### src/rtl/pipeline_stall_ctrl.sv
// pipeline_stall_ctrl: turns hazard/branch/memory-ready/debug inputs into pipeline freeze, bubble and flush controls
// with saturating event counters and a hazard-stall watchdog.
module pipeline_stall_ctrl #(
  parameter int CNT_W     = 32,
  parameter int MAX_STALL = 8
) (
  input  logic             clk,
  input  logic             rst_n,
  input  logic             i_hazarddetected,
  input  logic             i_branch_taken,
  input  logic             i_mem_ready,
  input  logic             i_halt_req,
  input  logic             i_resume,
  input  logic             i_perf_clr,
  output logic             o_freeze_pc,
  output logic             o_freeze_if_id,
  output logic             o_bubble_id_ex,
  output logic             o_flush_if_id,
  output logic             o_flush_id_ex,
  output logic             o_freeze_all,
  output logic             o_halted,
  output logic             o_stall_timeout,
  output logic [CNT_W-1:0] o_hazard_cycles,
  output logic [CNT_W-1:0] o_mem_wait_cycles,
  output logic [CNT_W-1:0] o_flush_count
);
  typedef enum logic [1:0] {RUN, HAZ_STALL, MEM_WAIT, HALT} state_t;
  localparam int SW = $clog2(MAX_STALL + 1);
  localparam logic [SW-1:0] MAX = SW'(MAX_STALL);
  state_t r_state, w_next;
  logic [SW-1:0] r_consec, w_consec_nxt;
  logic [CNT_W-1:0] r_hc, r_mw, r_fc;
  logic r_timeout, w_frz, w_halt, w_flush, w_haz;
  always_comb begin
    w_frz = rst_n & ~i_mem_ready;
    w_halt = rst_n & i_mem_ready & (r_state == HALT);
    w_flush = rst_n & i_mem_ready & (r_state != HALT) & i_branch_taken;
    w_haz = rst_n & i_mem_ready & (r_state != HALT) & ~i_branch_taken & i_hazarddetected;
    // A halted core stays halted through memory waits; only resume without halt_req releases it
    w_next = (r_state == HALT) ? ((i_resume & ~i_halt_req) ? RUN : HALT) :
             (i_halt_req & i_mem_ready) ? HALT :
             ~i_mem_ready ? MEM_WAIT :
             w_haz ? HAZ_STALL : RUN;
    w_consec_nxt = ~i_mem_ready ? r_consec :
                   w_haz ? ((r_consec == MAX) ? r_consec : r_consec + 1'b1) : '0;
  end
  always_ff @(posedge clk or negedge rst_n) begin
    if (!rst_n) begin
      r_state <= RUN;
      r_consec <= '0;
      r_hc <= '0;
      r_mw <= '0;
      r_fc <= '0;
      r_timeout <= 1'b0;
    end else begin
      r_state <= w_next;
      r_consec <= w_consec_nxt;
      if (i_perf_clr) begin
        r_hc <= '0;
        r_mw <= '0;
        r_fc <= '0;
        r_timeout <= 1'b0;
      end else begin
        if (w_haz && ~&r_hc) r_hc <= r_hc + 1'b1;
        if (w_frz && ~&r_mw) r_mw <= r_mw + 1'b1;
        if (w_flush && ~&r_fc) r_fc <= r_fc + 1'b1;
        if (w_consec_nxt == MAX) r_timeout <= 1'b1;
      end
    end
  end
  assign o_freeze_all = w_frz;
  assign o_freeze_pc = w_frz | w_halt | w_haz;
  assign o_freeze_if_id = w_frz | w_halt | w_haz;
  assign o_bubble_id_ex = w_halt | w_haz;
  assign o_flush_if_id = w_flush;
  assign o_flush_id_ex = w_flush;
  assign o_halted = (r_state == HALT);
  assign o_stall_timeout = r_timeout;
  assign o_hazard_cycles = r_hc;
  assign o_mem_wait_cycles = r_mw;
  assign o_flush_count = r_fc;
endmodule

### config.mk
export PLATFORM = sky130hd
export DESIGN_NAME = pipeline_stall_ctrl
export DESIGN_NICKNAME = d
export VERILOG_FILES = /design/src/rtl/pipeline_stall_ctrl.sv
export SDC_FILE = /design/constraint.sdc
export NUM_CORES = 1
export LEC_CHECK = 0
export BUFFER_PORTS_ARGS = -buffer_cell sky130_fd_sc_hd__buf_4
export CAP_MARGIN = 40
export CORE_ASPECT_RATIO = 1.25
export CORE_MARGIN = 2
export CORE_UTILIZATION = 50
export DETAILED_ROUTE_END_ITERATION = 10
export GPL_TIMING_DRIVEN = 0
export HOLD_SLACK_MARGIN = 0.1
export PLACE_DENSITY = 0.69
export SLEW_MARGIN = 20
export SYNTH_ARGS = -nofsm -noshare
export SYNTH_HDL_FRONTEND = slang
export SYNTH_SLANG_ARGS = --single-unit
### constraint.sdc
create_clock -name clk -period 3 [get_ports clk]
set_input_delay 0.15 -clock clk [delete_from_list [all_inputs] [get_ports clk]]
set_output_delay 0.15 -clock clk [all_outputs]
set_load 0.02 [all_outputs]
==> impl_results.rst, run 1 <==
.. list-table::
   :header-rows: 1

   * - Metric
     - Value
   * - Async set or reset register ratio after synthesis
     - 100.0%
   * - Data arrival, critical path
     - 3030 ps
   * - Placed cells
     - 886
   * - CP startpoint kind
     - input pin
   * - Die Area
     - 12450 µm²
   * - Number of pins exceeding their max-slew limit in the final report
     - 0
   * - Mapped Cells
     - 640
   * - Run status
     - finished, final reports clean
   * - Max-cap violation count
     - 0
   * - Required time at the worst-slack endpoint
     - 3230 ps
   * - Remaining routing DRC violations
     - 0
   * - Global-route wire length before repair
     - 25410 µm
   * - Synth Flop Type
     - sky130_fd_sc_hd__dfrtp_1
   * - Area of the mapped netlist
     - 5784 µm²
   * - Area share of the largest cell type after synthesis
     - 44.56%
   * - Min Tclk post-route
     - 2799 ps
   * - Share of the clock period used by the worst path
     - 93.28%
   * - Final non-filler cell total
     - 906
   * - Number of nets at the end of the flow
     - 779
   * - Number of ports placed on the die boundary
     - 112
   * - Leakage Power
     - 2.977 nW
   * - Leading post-synthesis cells by cell area
     - sky130_fd_sc_hd__dfrtp_1, sky130_fd_sc_hd__a21oi_1, sky130_fd_sc_hd__nand4_1
   * - Largest voltage drop on the vdd net
     - 0.0002535 V
   * - Critical path class
     - input pin to flop
   * - Number of antenna violations at the first check in global routing
     - 0
   * - Placeable Area
     - 11190 µm²
   * - Worst Skew
     - 9.698 ps
   * - Global routing usage summed across all routing layers
     - 24.94%
   * - Number of flip-flops and latches in the synthesized netlist
     - 103
   * - Ratio of total power to cell area
     - 389.7 nW/µm²
   * - Average routed wire per standard cell
     - 17.29 µm
   * - Peak fanout along the critical path
     - 59
   * - Number of routed nets with antenna violations
     - 0
   * - Category of the worst setup path capture point
     - flop
   * - Tightest Hold Check Type
     - input pin to flop
   * - Drt first-iter violations
     - 255
   * - Share of layout cells above drive strength 1
     - 20.75%
   * - H-tree lvl count
     - 3
   * - Clock Tree Root
     - sky130_fd_sc_hd__clkbuf_16
   * - Maximum buffer depth of the clock tree
     - 2
   * - Distinct cell type count after synthesis
     - 61
   * - Number of synthesized flops with an enable pin
     - 0
   * - Post-route core utilization
     - 63.98%
   * - Die height
     - 124.3 µm
   * - Mean instance size in the synthesized netlist
     - 9.038 µm²
   * - Count of vias placed by the detailed router
     - 5511
   * - CTS Buf Count
     - 9
   * - Top cell type by total area after synthesis
     - sky130_fd_sc_hd__dfrtp_1
   * - Final hold violation count
     - 0
   * - Antenna cells
     - 0
   * - Growth of design area from synthesis to finish
     - 23.77%
   * - Clock tree from TritonCTS
     - done
   * - Number of nets in the synthesized netlist
     - 653
   * - Slew at the pin closest to its max-slew limit
     - 770.2 ps
   * - HPWL after detailed placement
     - 11230 µm
   * - RD Place Congestion
     - 0.8759
   * - Final wirelength
     - 15660 µm
   * - Syn. warnings
     - 0
   * - Total overflow reported by the global router
     - 0
   * - Vias per cell
     - 6.083
   * - Vias in the first global route
     - 5100
   * - Clock insertion delay at the later pin of the skew report
     - 350 ps
   * - Top achievable clock speed
     - 0.3573 GHz
   * - CTS sink count
     - 103
   * - Clock slew at the register clock pins of the worst setup and hold paths
     - 60 ps
   * - Number of optimization iterations in the first detailed-route pass
     - 5
   * - Largest net degree at the start of global routing
     - 60
   * - Proportion of synthesized chip area in sequential cells
     - 44.56%
   * - Slew headroom
     - 47.84%
   * - Die Span X
     - 100.2 µm
   * - Setup repair after global routing missed its margin
     - no
   * - IO Port Bufs
     - 110
   * - Setup-violating endpoint count in the final report
     - 0
   * - Total number of placement rows
     - 43
   * - Starting Density
     - 51.69%
critical path: stages:
cell	delay (ps)
sky130_fd_sc_hd__dlygate4sd3_1	560
sky130_fd_sc_hd__buf_8	330
sky130_fd_sc_hd__buf_16	320
sky130_fd_sc_hd__nand2_1	180
sky130_fd_sc_hd__or3_1	380
sky130_fd_sc_hd__clkbuf_1	270
sky130_fd_sc_hd__nor4b_1	430
sky130_fd_sc_hd__mux2_1	360
layout make-up:
class | count | area [µm²]
clock buffers | 11 | 242.7
fillers | 984 | 4031
inverters | 22 | 82.58
flip-flops and latches | 103 | 2577
plain buffers | 30 | 135.1
multi-input cells | 485 | 2997
repair buffers | 115 | 898.4
clock inverters | 5 | 57.56
well taps | 135 | 168.9
synth_stat cells, drive strengths merged (6+ instances only):
library cell	count
a211oi	6
a21oi	64
and3	14
and4	7
buf	12
clkbuf	18
dfrtp	103
inv	22
mux2	11
nand2	48
nand3	29
nand4	37
nor2	45
nor2b	12
nor3	9
nor4	11
o21ai	39
o31ai	22
or2	7
or3	36
or4	22
xnor2	15
what timing repair did:
action	CTS	global route
resized for setup	0	4
hold buffers	3	0
endpoints found under the setup margin	0	28
endpoints found under the hold margin	48	0
setup buffers	0	1
layout by cell type (no fill, tap or decap), types with 4 or more instances in the layout:
cell	netlist	final
sky130_fd_sc_hd__buf_4	3	113
sky130_fd_sc_hd__dfrtp_1	103	103
sky130_fd_sc_hd__a21oi_1	64	64
sky130_fd_sc_hd__nand2_1	48	48
sky130_fd_sc_hd__nor2_1	45	45
sky130_fd_sc_hd__or3_1	36	36
sky130_fd_sc_hd__nand4_1	36	36
sky130_fd_sc_hd__o21ai_0	32	32
sky130_fd_sc_hd__nand3_1	29	29
sky130_fd_sc_hd__inv_1	22	22
sky130_fd_sc_hd__o31ai_1	22	22
sky130_fd_sc_hd__or4_1	21	21
sky130_fd_sc_hd__clkbuf_1	18	19
sky130_fd_sc_hd__xnor2_1	15	15
sky130_fd_sc_hd__and3_1	14	14
sky130_fd_sc_hd__nor2b_1	12	12
sky130_fd_sc_hd__buf_2	9	9
sky130_fd_sc_hd__clkbuf_16	0	9
sky130_fd_sc_hd__nor4_1	8	8
sky130_fd_sc_hd__and4_1	7	7
sky130_fd_sc_hd__nor3_1	7	7
sky130_fd_sc_hd__mux2_1	7	7
sky130_fd_sc_hd__o21ai_1	7	7
sky130_fd_sc_hd__a211oi_1	6	6
sky130_fd_sc_hd__or2_2	5	5
sky130_fd_sc_hd__nand4b_1	5	5
sky130_fd_sc_hd__ha_1	5	5
sky130_fd_sc_hd__mux2_2	4	4
path summary, 6_finish.rpt:
path / from / end / slack [ps] / cells past startpoint
worst min register to register: o_stall_timeout / o_stall_timeout / 520 / 2
worst min-delay path: i_resume / r_state[0] / 170 / 4
worst max-delay path: rst_n / o_hazard_cycles[5] / 200 / 8
max in group asynchronous: rst_n / o_hazard_cycles[1] / 2100 / 3
worst max register to register: o_hazard_cycles[25] / o_hazard_cycles[5] / 310 / 7
min in group asynchronous: rst_n / o_flush_count[4] / 280 / 2
sequential cells by signal, summed over array words and instances, names as in the netlist:
| signal | count |
|---|---|
| r_state | 2 |
| o_stall_timeout | 1 |
| r_consec | 4 |
| o_mem_wait_cycles | 32 |
| o_flush_count | 32 |
| o_hazard_cycles | 32 |
where the power goes:
part	total [mW]	switching (mW)	internal, mW
clock	1.19	0.525	0.669
combinational	0.184	0.128	0.0562
sequential	1.41	0.0127	1.40
total	2.79	0.665	2.12
cell families (layout without fill, tap and decap cells):
kind of cell	count (synthesis)	count (layout)	share of synthesized area (%)
and+or+nand+nor	294	294	29.31
AOI/OAI and AO/OA	154	154	15.90
DFF	103	103	44.56
buffers and inverters	52	183	3.764
xor gates and xnor gates	18	18	2.726
muxes	14	14	2.661
adders and majority gates	5	5	1.082
metrics by stage:
step                      setup slack (ps)  power, mW  instance area (µm²)  TNS (ps)  hold slack, ps
after floorplan                      795.0      1.526                 5784         0          -145.6
after global placement              -182.2      1.608                 6779     -2001           345.8
after detailed placement             218.3      1.619                 6810         0           118.8
after CTS                            13.11      2.807                 7141         0           153.0
after global routing                 8.858      2.885                 7159         0           170.0
final                                201.5      2.790                 7159         0           168.2
routing by layer:
layer / track usage [%] / routed length [µm]
met5: 0 / 0
met4: 6.930 / 186
met3: 3.648 / 640
met2: 41.57 / 7744
met1: 33.72 / 7089
No activity file was read; power rests on OpenSTA's default activity.
==> run 2, diff against run 1 <==
--- a/config.mk
+++ b/config.mk
@@ -7,13 +7,15 @@
 export LEC_CHECK = 0
 export BUFFER_PORTS_ARGS = -buffer_cell sky130_fd_sc_hd__buf_4
 export CAP_MARGIN = 40
+export CELL_PAD_IN_SITES_DETAIL_PLACEMENT = 1
+export CELL_PAD_IN_SITES_GLOBAL_PLACEMENT = 2
 export CORE_ASPECT_RATIO = 1.25
 export CORE_MARGIN = 2
-export CORE_UTILIZATION = 50
+export CORE_UTILIZATION = 34
 export DETAILED_ROUTE_END_ITERATION = 10
 export GPL_TIMING_DRIVEN = 0
 export HOLD_SLACK_MARGIN = 0.1
-export PLACE_DENSITY = 0.69
+export PLACE_DENSITY = 0.77
 export SLEW_MARGIN = 20
 export SYNTH_ARGS = -nofsm -noshare
 export SYNTH_HDL_FRONTEND = slang
==> impl_results.rst, run 2 (synthesis results as in run 1) <==
.. list-table::
   :header-rows: 1

   * - Metric
     - Value
   * - Most common cell after layout, fill and taps aside
     - sky130_fd_sc_hd__buf_4
   * - Starting Density
     - 34.61% (-17 points)
   * - Clock network fraction of design power
     - 43.4% (+0.6 points)
   * - Worst Skew
     - 8.054 ps (-1.644 ps)
   * - Cell internal power dissipation
     - 2.144 mW (+0.89%)
   * - Growth of design area from synthesis to finish
     - 25.87%
   * - Setup-violating endpoint count in the final report
     - 0 (unchanged)
   * - Share of the clock period used by the worst path
     - 88.83% (-4.5 points)
   * - Die Area
     - 18080 µm² (+45%)
   * - CTS sink count
     - 103 (unchanged)
   * - Min Tclk post-route
     - 2665 ps (-133.7 ps)
   * - Data arrival, critical path
     - 2940 ps (-90 ps)
   * - Count of vias placed by the detailed router
     - 5685 (+3.2%)
   * - Required time at the worst-slack endpoint
     - 3280 ps (+50 ps)
   * - IO Port Bufs
     - 110 (unchanged)
   * - HPWL after detailed placement
     - 13570 µm (+21%)
   * - Placed instance area
     - 6917 µm² (+1.6%)
   * - Cell count of the worst reg-to-reg path
     - 7 (unchanged)
   * - Slew headroom
     - 48.33% (+0.48 points)
   * - End of the worst register-to-register path
     - o_hazard_cycles[30]
   * - Global routing usage summed across all routing layers
     - 21.69% (-3.3 points)
   * - P_sw
     - 0.6946 mW (+4.4%)
   * - Footprint of the flip-flops and latches
     - 2577 µm² (unchanged)
   * - Final hold slack
     - 162.5 ps (-5.653 ps)
   * - Number of pins exceeding their max-slew limit in the final report
     - 0 (unchanged)
   * - Sequential group share of total power
     - 49.8% (-0.8 points)
   * - Sum of met2 wire segment lengths after detailed routing
     - 9487 µm (+23%)
   * - Setup repair after global routing missed its margin
     - no
   * - Die Span X
     - 120.7 µm (+20%)
   * - FILL cells
     - 1975 (+100%)
   * - CP startpoint kind
     - input pin
   * - Maximum buffer depth of the clock tree
     - 2 (unchanged)
   * - Vias in the first global route
     - 5963 (+17%)
   * - Number of setup buffers added after CTS
     - 0 (unchanged)
   * - Critical path class
     - input pin to flop
   * - Relative contribution of combinational cells to total power
     - 6.8% (+0.2 points)
   * - Placeable Area
     - 16710 µm² (+49%)
   * - Global-route wire length before repair
     - 31420 µm (+24%)
   * - Drt first-iter violations
     - 268 (+5.1%)
   * - Vias per cell
     - 5.742 (-5.6%)
   * - Metal1 wirelength
     - 8456 µm (+19%)
   * - Average routed wire per standard cell
     - 19.10 µm (+11%)
   * - Tightest Hold Check Type
     - input pin to flop
   * - Total power consumption of the routed design
     - 2.838 mW (+1.7%)
   * - Largest voltage drop on the vdd net
     - 0.0002307 V (-9.0%)
   * - Destination of the critical timing path
     - o_hazard_cycles[30]
   * - Register-to-register setup slack
     - 350 ps (+40 ps)
   * - Run status
     - finished, final reports clean
   * - Reg-to-reg critical path startpoint
     - r_state[0]
   * - Clock insertion delay at the later pin of the skew report
     - 350 ps (about the same)
   * - Final Worst Setup Slack
     - 335.2 ps (+133.7 ps)
   * - H-tree lvl count
     - 3 (unchanged)
   * - CTS Buf Count
     - 9 (unchanged)
   * - Final instance area
     - 7281 µm² (+1.7%)
   * - Area taken by multi-input logic gates
     - 2998 µm² (about the same)
   * - Pre-CTS setup slack
     - 78.92 ps (-139.4 ps)
   * - Summed negative setup slack over all endpoints
     - 0 ps (unchanged)
   * - Max-cap violation count
     - 0 (unchanged)
   * - Number of antenna violations at the first check in global routing
     - 0 (unchanged)
   * - Final hold violation count
     - 0 (unchanged)
   * - Total number of placement rows
     - 53 (+23%)
   * - Share of layout cells above drive strength 1
     - 20.78% (+0.027 points)
   * - Leakage Power
     - 3.012 nW (+1.2%)
   * - Number of nets at the end of the flow
     - 779 (unchanged)
   * - Clock slew at the register clock pins of the worst setup and hold paths
     - 70 ps (about the same)
   * - Ratio of total power to cell area
     - 389.8 nW/µm² (about the same)
   * - Category of the worst setup path capture point
     - flop
   * - Antenna cells
     - 0 (unchanged)
   * - Met3 wire len
     - 635 µm (-0.78%)
   * - Launch point of the critical path
     - rst_n
   * - Net switching share of the total power
     - 24.47% (+0.63 points)
   * - Final wirelength
     - 18910 µm (+21%)
   * - Clock Tree Root
     - sky130_fd_sc_hd__clkbuf_16
   * - Remaining routing DRC violations
     - 0 (unchanged)
   * - Number of ports placed on the die boundary
     - 112 (unchanged)
   * - Highest signal layer in the routed design
     - met4
   * - RD Place Congestion
     - 0.7827 (-11%)
   * - Number of optimization iterations in the first detailed-route pass
     - 5 (unchanged)
   * - Slew at the pin closest to its max-slew limit
     - 763.0 ps (-7.117 ps)
   * - Peak fanout along the critical path
     - 56 (-5.1%)
   * - Die height
     - 149.8 µm (+21%)
   * - Total overflow reported by the global router
     - 0 (unchanged)
   * - Number of routed nets with antenna violations
     - 0 (unchanged)
   * - Highest-count cells in the layout ignoring fill and taps
     - sky130_fd_sc_hd__buf_4, sky130_fd_sc_hd__dfrtp_1, sky130_fd_sc_hd__a21oi_1
   * - Clock tree from TritonCTS
     - done
   * - Top achievable clock speed
     - 0.3753 GHz (+5.0%)
   * - Largest net degree at the start of global routing
     - 57 (-5.0%)
-- run 2: layout make-up --
class | instances | share of cell area (%)
Timing Repair Buffer | 115 | 12.56
Multi-Input combinational cell | 485 | 41.18
Tap cell | 220 | 3.781
Clock buffer | 11 | 3.471
Sequential cell | 103 | 35.40
Inverter | 22 | 1.134
Buffer | 30 | 1.856
Clock inverter | 4 | 0.6187
-- run 2: metrics by stage --
step	std cells	utilization, %
after detailed placement	971	41.39
after CTS	990	43.52
after global placement	970	41.20
after floorplan	640	-
final	990	43.57
after global routing	990	43.57
-- run 2: worst min-delay path by stage --
| stage | cells after the start | slack (ps) | end | start |
|---|---|---|---|---|
| final | 4 | 160 | r_state[0] | i_resume |
| after global routing | 4 | 170 | r_state[0] | i_resume |
| after CTS | 4 | 150 | r_state[0] | i_resume |
| after detailed placement | 1 | 160 | o_flush_count[7] | rst_n |
| after global placement | 2 | 340 | r_state[1] | i_halt_req |
| after floorplan | 0 | -150 | o_flush_count[0] | rst_n |
-- run 2: power by group through the flow --
| stage | clock [mW] | combinational [mW] | sequential (mW) |
|---|---|---|---|
| final | 1.23 | 0.193 | 1.41 |
| after global routing | 1.31 | 0.217 | 1.41 |
| after CTS | 1.26 | 0.198 | 1.41 |
| after detailed placement | 0 | 0.188 | 1.44 |
| after global placement | 0 | 0.180 | 1.44 |
| after floorplan | 0 | 0.0862 | 1.44 |
-- run 2: per-layer routing --
layer	GRT usage, %	vias to the layer above
met2	37.32	111
met3	2.744	17
li1	-	2650
met1	28.16	2907
met5	0	-
met4	7.209	0
-- run 2: worst max-delay path: stages --
cell,delay [ps]
sky130_fd_sc_hd__dlygate4sd3_1,540
sky130_fd_sc_hd__buf_6,130
sky130_fd_sc_hd__buf_16,250
sky130_fd_sc_hd__nand2_1,180
sky130_fd_sc_hd__nor3_2,500
sky130_fd_sc_hd__nand4_1,200
sky130_fd_sc_hd__clkbuf_1,270
sky130_fd_sc_hd__or4b_1,510
sky130_fd_sc_hd__a21oi_1,150
-- run 2: repair_timing --
action                                  CTS  global route
hold buffers                              4             0
hold endpoints to repair                 53             0
endpoints found under the setup margin    0             1
resized for setup                         0             1
==> run 3, diff against run 2 <==
--- a/config.mk
+++ b/config.mk
@@ -11,11 +11,10 @@
 export CELL_PAD_IN_SITES_GLOBAL_PLACEMENT = 2
 export CORE_ASPECT_RATIO = 1.25
 export CORE_MARGIN = 2
-export CORE_UTILIZATION = 34
+export CORE_UTILIZATION = 36
 export DETAILED_ROUTE_END_ITERATION = 10
-export GPL_TIMING_DRIVEN = 0
 export HOLD_SLACK_MARGIN = 0.1
-export PLACE_DENSITY = 0.77
+export PLACE_DENSITY = 0.81
 export SLEW_MARGIN = 20
 export SYNTH_ARGS = -nofsm -noshare
 export SYNTH_HDL_FRONTEND = slang
==> constraint.sdc (replaced) <==
create_clock -name clk -period 3.1 [get_ports clk]
set_input_delay 0.155 -clock clk [delete_from_list [all_inputs] [get_ports clk]]
set_output_delay 0.155 -clock clk [all_outputs]
set_load 0.02 [all_outputs]
==> impl_results.rst, run 3 (synthesis results as in run 1) <==
.. list-table::
   :header-rows: 1

   * - Metric
     - Value
   * - Run status
     - finished, final reports clean
   * - Starting Density
     - 37.00% (+2.4 points)
   * - Clock Tree Root
     - sky130_fd_sc_hd__clkbuf_16
   * - Slew at the pin closest to its max-slew limit
     - 797.2 ps (+34.19 ps)
   * - Setup-violating endpoint count in the final report
     - 0 (unchanged)
   * - Final hold slack
     - 166.5 ps (+4.012 ps)
   * - Register-to-register setup slack
     - 590 ps (+240 ps)
   * - Remaining routing DRC violations
     - 0 (unchanged)
   * - Growth of design area from synthesis to finish
     - 23.97%
   * - Setup repair after global routing missed its margin
     - no
   * - Die height
     - 145.7 µm (-2.7%)
   * - Number of routed nets with antenna violations
     - 0 (unchanged)
   * - Final hold violation count
     - 0 (unchanged)
   * - Clock network fraction of design power
     - 44.2% (+0.8 points)
   * - P_sw
     - 0.6557 mW (-5.6%)
   * - Worst Skew
     - 5.650 ps (-2.404 ps)
   * - Data arrival, critical path
     - 2740 ps (-200 ps)
   * - Pre-CTS setup slack
     - 629.0 ps (+550.1 ps)
   * - Relative contribution of combinational cells to total power
     - 6.1% (-0.7 points)
   * - Cts repair resizes
     - 0 (unchanged)
   * - CTS sink count
     - 103 (unchanged)
   * - CP startpoint kind
     - flop
   * - Required time at the worst-slack endpoint
     - 3340 ps (+60 ps)
   * - Final Worst Setup Slack
     - 593.7 ps (+258.5 ps)
   * - # hold bufs at CTS
     - 3 (-1)
   * - Top achievable clock speed
     - 0.3990 GHz
   * - Average routed wire per standard cell
     - 18.25 µm (-4.4%)
   * - Clock insertion delay at the later pin of the skew report
     - 350 ps (about the same)
   * - Global-route wire length before repair
     - 29530 µm (-6.0%)
   * - H-tree lvl count
     - 3 (unchanged)
   * - HPWL after detailed placement
     - 12800 µm (-5.7%)
   * - Leakage Power
     - 2.951 nW (-2.0%)
   * - Met1 usage in global routing
     - 26.02% (-2.1 points)
   * - Ratio of total power to cell area
     - 383.9 nW/µm² (-1.5%)
   * - Most common cell after layout, fill and taps aside
     - sky130_fd_sc_hd__buf_4
   * - Slew headroom
     - 46.01% (-2.3 points)
   * - Total number of placement rows
     - 51 (-3.8%)
   * - Share of the clock period used by the worst path
     - 80.85%
   * - Highest-count cells in the layout ignoring fill and taps
     - sky130_fd_sc_hd__buf_4, sky130_fd_sc_hd__dfrtp_1, sky130_fd_sc_hd__a21oi_1
   * - Cell internal power dissipation
     - 2.097 mW (-2.2%)
   * - Number of pins exceeding their max-slew limit in the final report
     - 0 (unchanged)
   * - Largest voltage drop on the vdd net
     - 0.0002417 V (+4.7%)
   * - Maximum buffer depth of the clock tree
     - 2 (unchanged)
   * - Largest net degree at the start of global routing
     - 48 (-16%)
   * - FILL cells
     - 1854 (-6.1%)
   * - Die Span X
     - 117.4 µm (-2.7%)
   * - Category of the worst setup path capture point
     - flop
   * - Fraction of met3 tracks used by global routing
     - 4.506% (+1.8 points)
   * - Net switching share of the total power
     - 23.82% (-0.65 points)
   * - Global routing usage summed across all routing layers
     - 21.04% (-0.65 points)
   * - RD Place Congestion
     - 0.7736 (-1.2%)
   * - Sequential group share of total power
     - 49.7% (about the same)
   * - Number of optimization iterations in the first detailed-route pass
     - 4 (-1)
   * - Number of nets at the end of the flow
     - 756 (-3.0%)
   * - IO Port Bufs
     - 111 (+0.91%)
   * - Antenna cells
     - 0 (unchanged)
   * - Final wirelength
     - 17520 µm (-7.3%)
   * - Placeable Area
     - 15630 µm² (-6.4%)
   * - Share of layout cells above drive strength 1
     - 20.59% (-0.19 points)
   * - Vias in the first global route
     - 5742 (-3.7%)
   * - Max-cap violation count
     - 0 (unchanged)
   * - Clock slew at the register clock pins of the worst setup and hold paths
     - 70 ps (about the same)
   * - Critical path class
     - flop to flop
   * - Count of vias placed by the detailed router
     - 5485 (-3.5%)
   * - Clock tree from TritonCTS
     - done
   * - Number of antenna violations at the first check in global routing
     - 0 (unchanged)
   * - Vias per cell
     - 5.714 (-0.50%)
   * - Die Area
     - 17100 µm² (-5.4%)
   * - Tightest Hold Check Type
     - input pin to flop
   * - Met2 Resource Use GR
     - 36.81% (-0.50 points)
   * - Number of ports placed on the die boundary
     - 112 (unchanged)
   * - CTS Buf Count
     - 9 (unchanged)
   * - Number of setup buffers added after CTS
     - 0 (unchanged)
   * - Summed negative setup slack over all endpoints
     - 0 ps (unchanged)
   * - Peak fanout along the critical path
     - 10 (-82%)
   * - Min Tclk post-route
     - 2506 ps
   * - Drt first-iter violations
     - 214 (-20%)
   * - Peak-usage layer in the global routing report
     - met2
   * - Total overflow reported by the global router
     - 0 (unchanged)
run 3: cell types whose count changed in the layout (fill, tap and decap cells not counted), sizes merged:
cell	delta
clkinv	-3
buf	-5
clkinvlp	+1
clkbuf	-15
run 3: power groups by stage:
stage	logic (mW)	registers [mW]	clock network, mW
6_report	0.169	1.37	1.22
5_1_grt	0.189	1.37	1.30
4_1_cts	0.173	1.37	1.25
3_5_place_dp	0.169	1.39	0
3_3_place_gp	0.166	1.39	0
2_1_floorplan	0.0834	1.39	0
run 3: path summary, 6_finish.rpt:
kind,start,cells past startpoint,to
setup reg to reg,o_flush_count[25],5,o_flush_count[15]
hold reg to reg,o_stall_timeout,2,o_stall_timeout
setup / recovery,o_flush_count[25],5,o_flush_count[15]
max in group asynchronous,rst_n,4,o_mem_wait_cycles[20]
hold / removal,i_mem_ready,2,r_consec[1]
min in group asynchronous,rst_n,2,r_state[0]
run 3: critical path: stages, from the launching register on:
cell and delay (ps):
sky130_fd_sc_hd__dfrtp_1 460, sky130_fd_sc_hd__nand4_1 380, sky130_fd_sc_hd__nor4_4 640, sky130_fd_sc_hd__and3_1 450, sky130_fd_sc_hd__nor4bb_1 110, sky130_fd_sc_hd__mux2_1 340
run 3: cell type report:
cell class,count,area (µm²),area share [%]
clock buffer,14,274.0,3.821
clock inverter,2,37.54,0.5235
inverter,22,82.58,1.152
multi-input combinational,485,2998,41.81
sequential,103,2577,35.94
timing repair buffer,122,935.9,13.05
tap,212,265.3,3.699
run 3: stage by stage:
step / power (mW) / std cells / utilization [%] / instance area, µm²
after global placement: 1.557 / 941 / 43.68 / 6829
final: 2.753 / 960 / 45.87 / 7171
after floorplan: 1.477 / 640 / - / 5784
after CTS: 2.789 / 960 / 45.87 / 7171
after global routing: 2.859 / 960 / 45.87 / 7171
after detailed placement: 1.562 / 941 / 43.68 / 6829
run 3: per-layer routing:
layer,share of wire [%],vias to the layer above
li1,-,2601
met2,51,77
met4,1.5,0
met1,44,2791
met3,3.5,16
met5,0,-
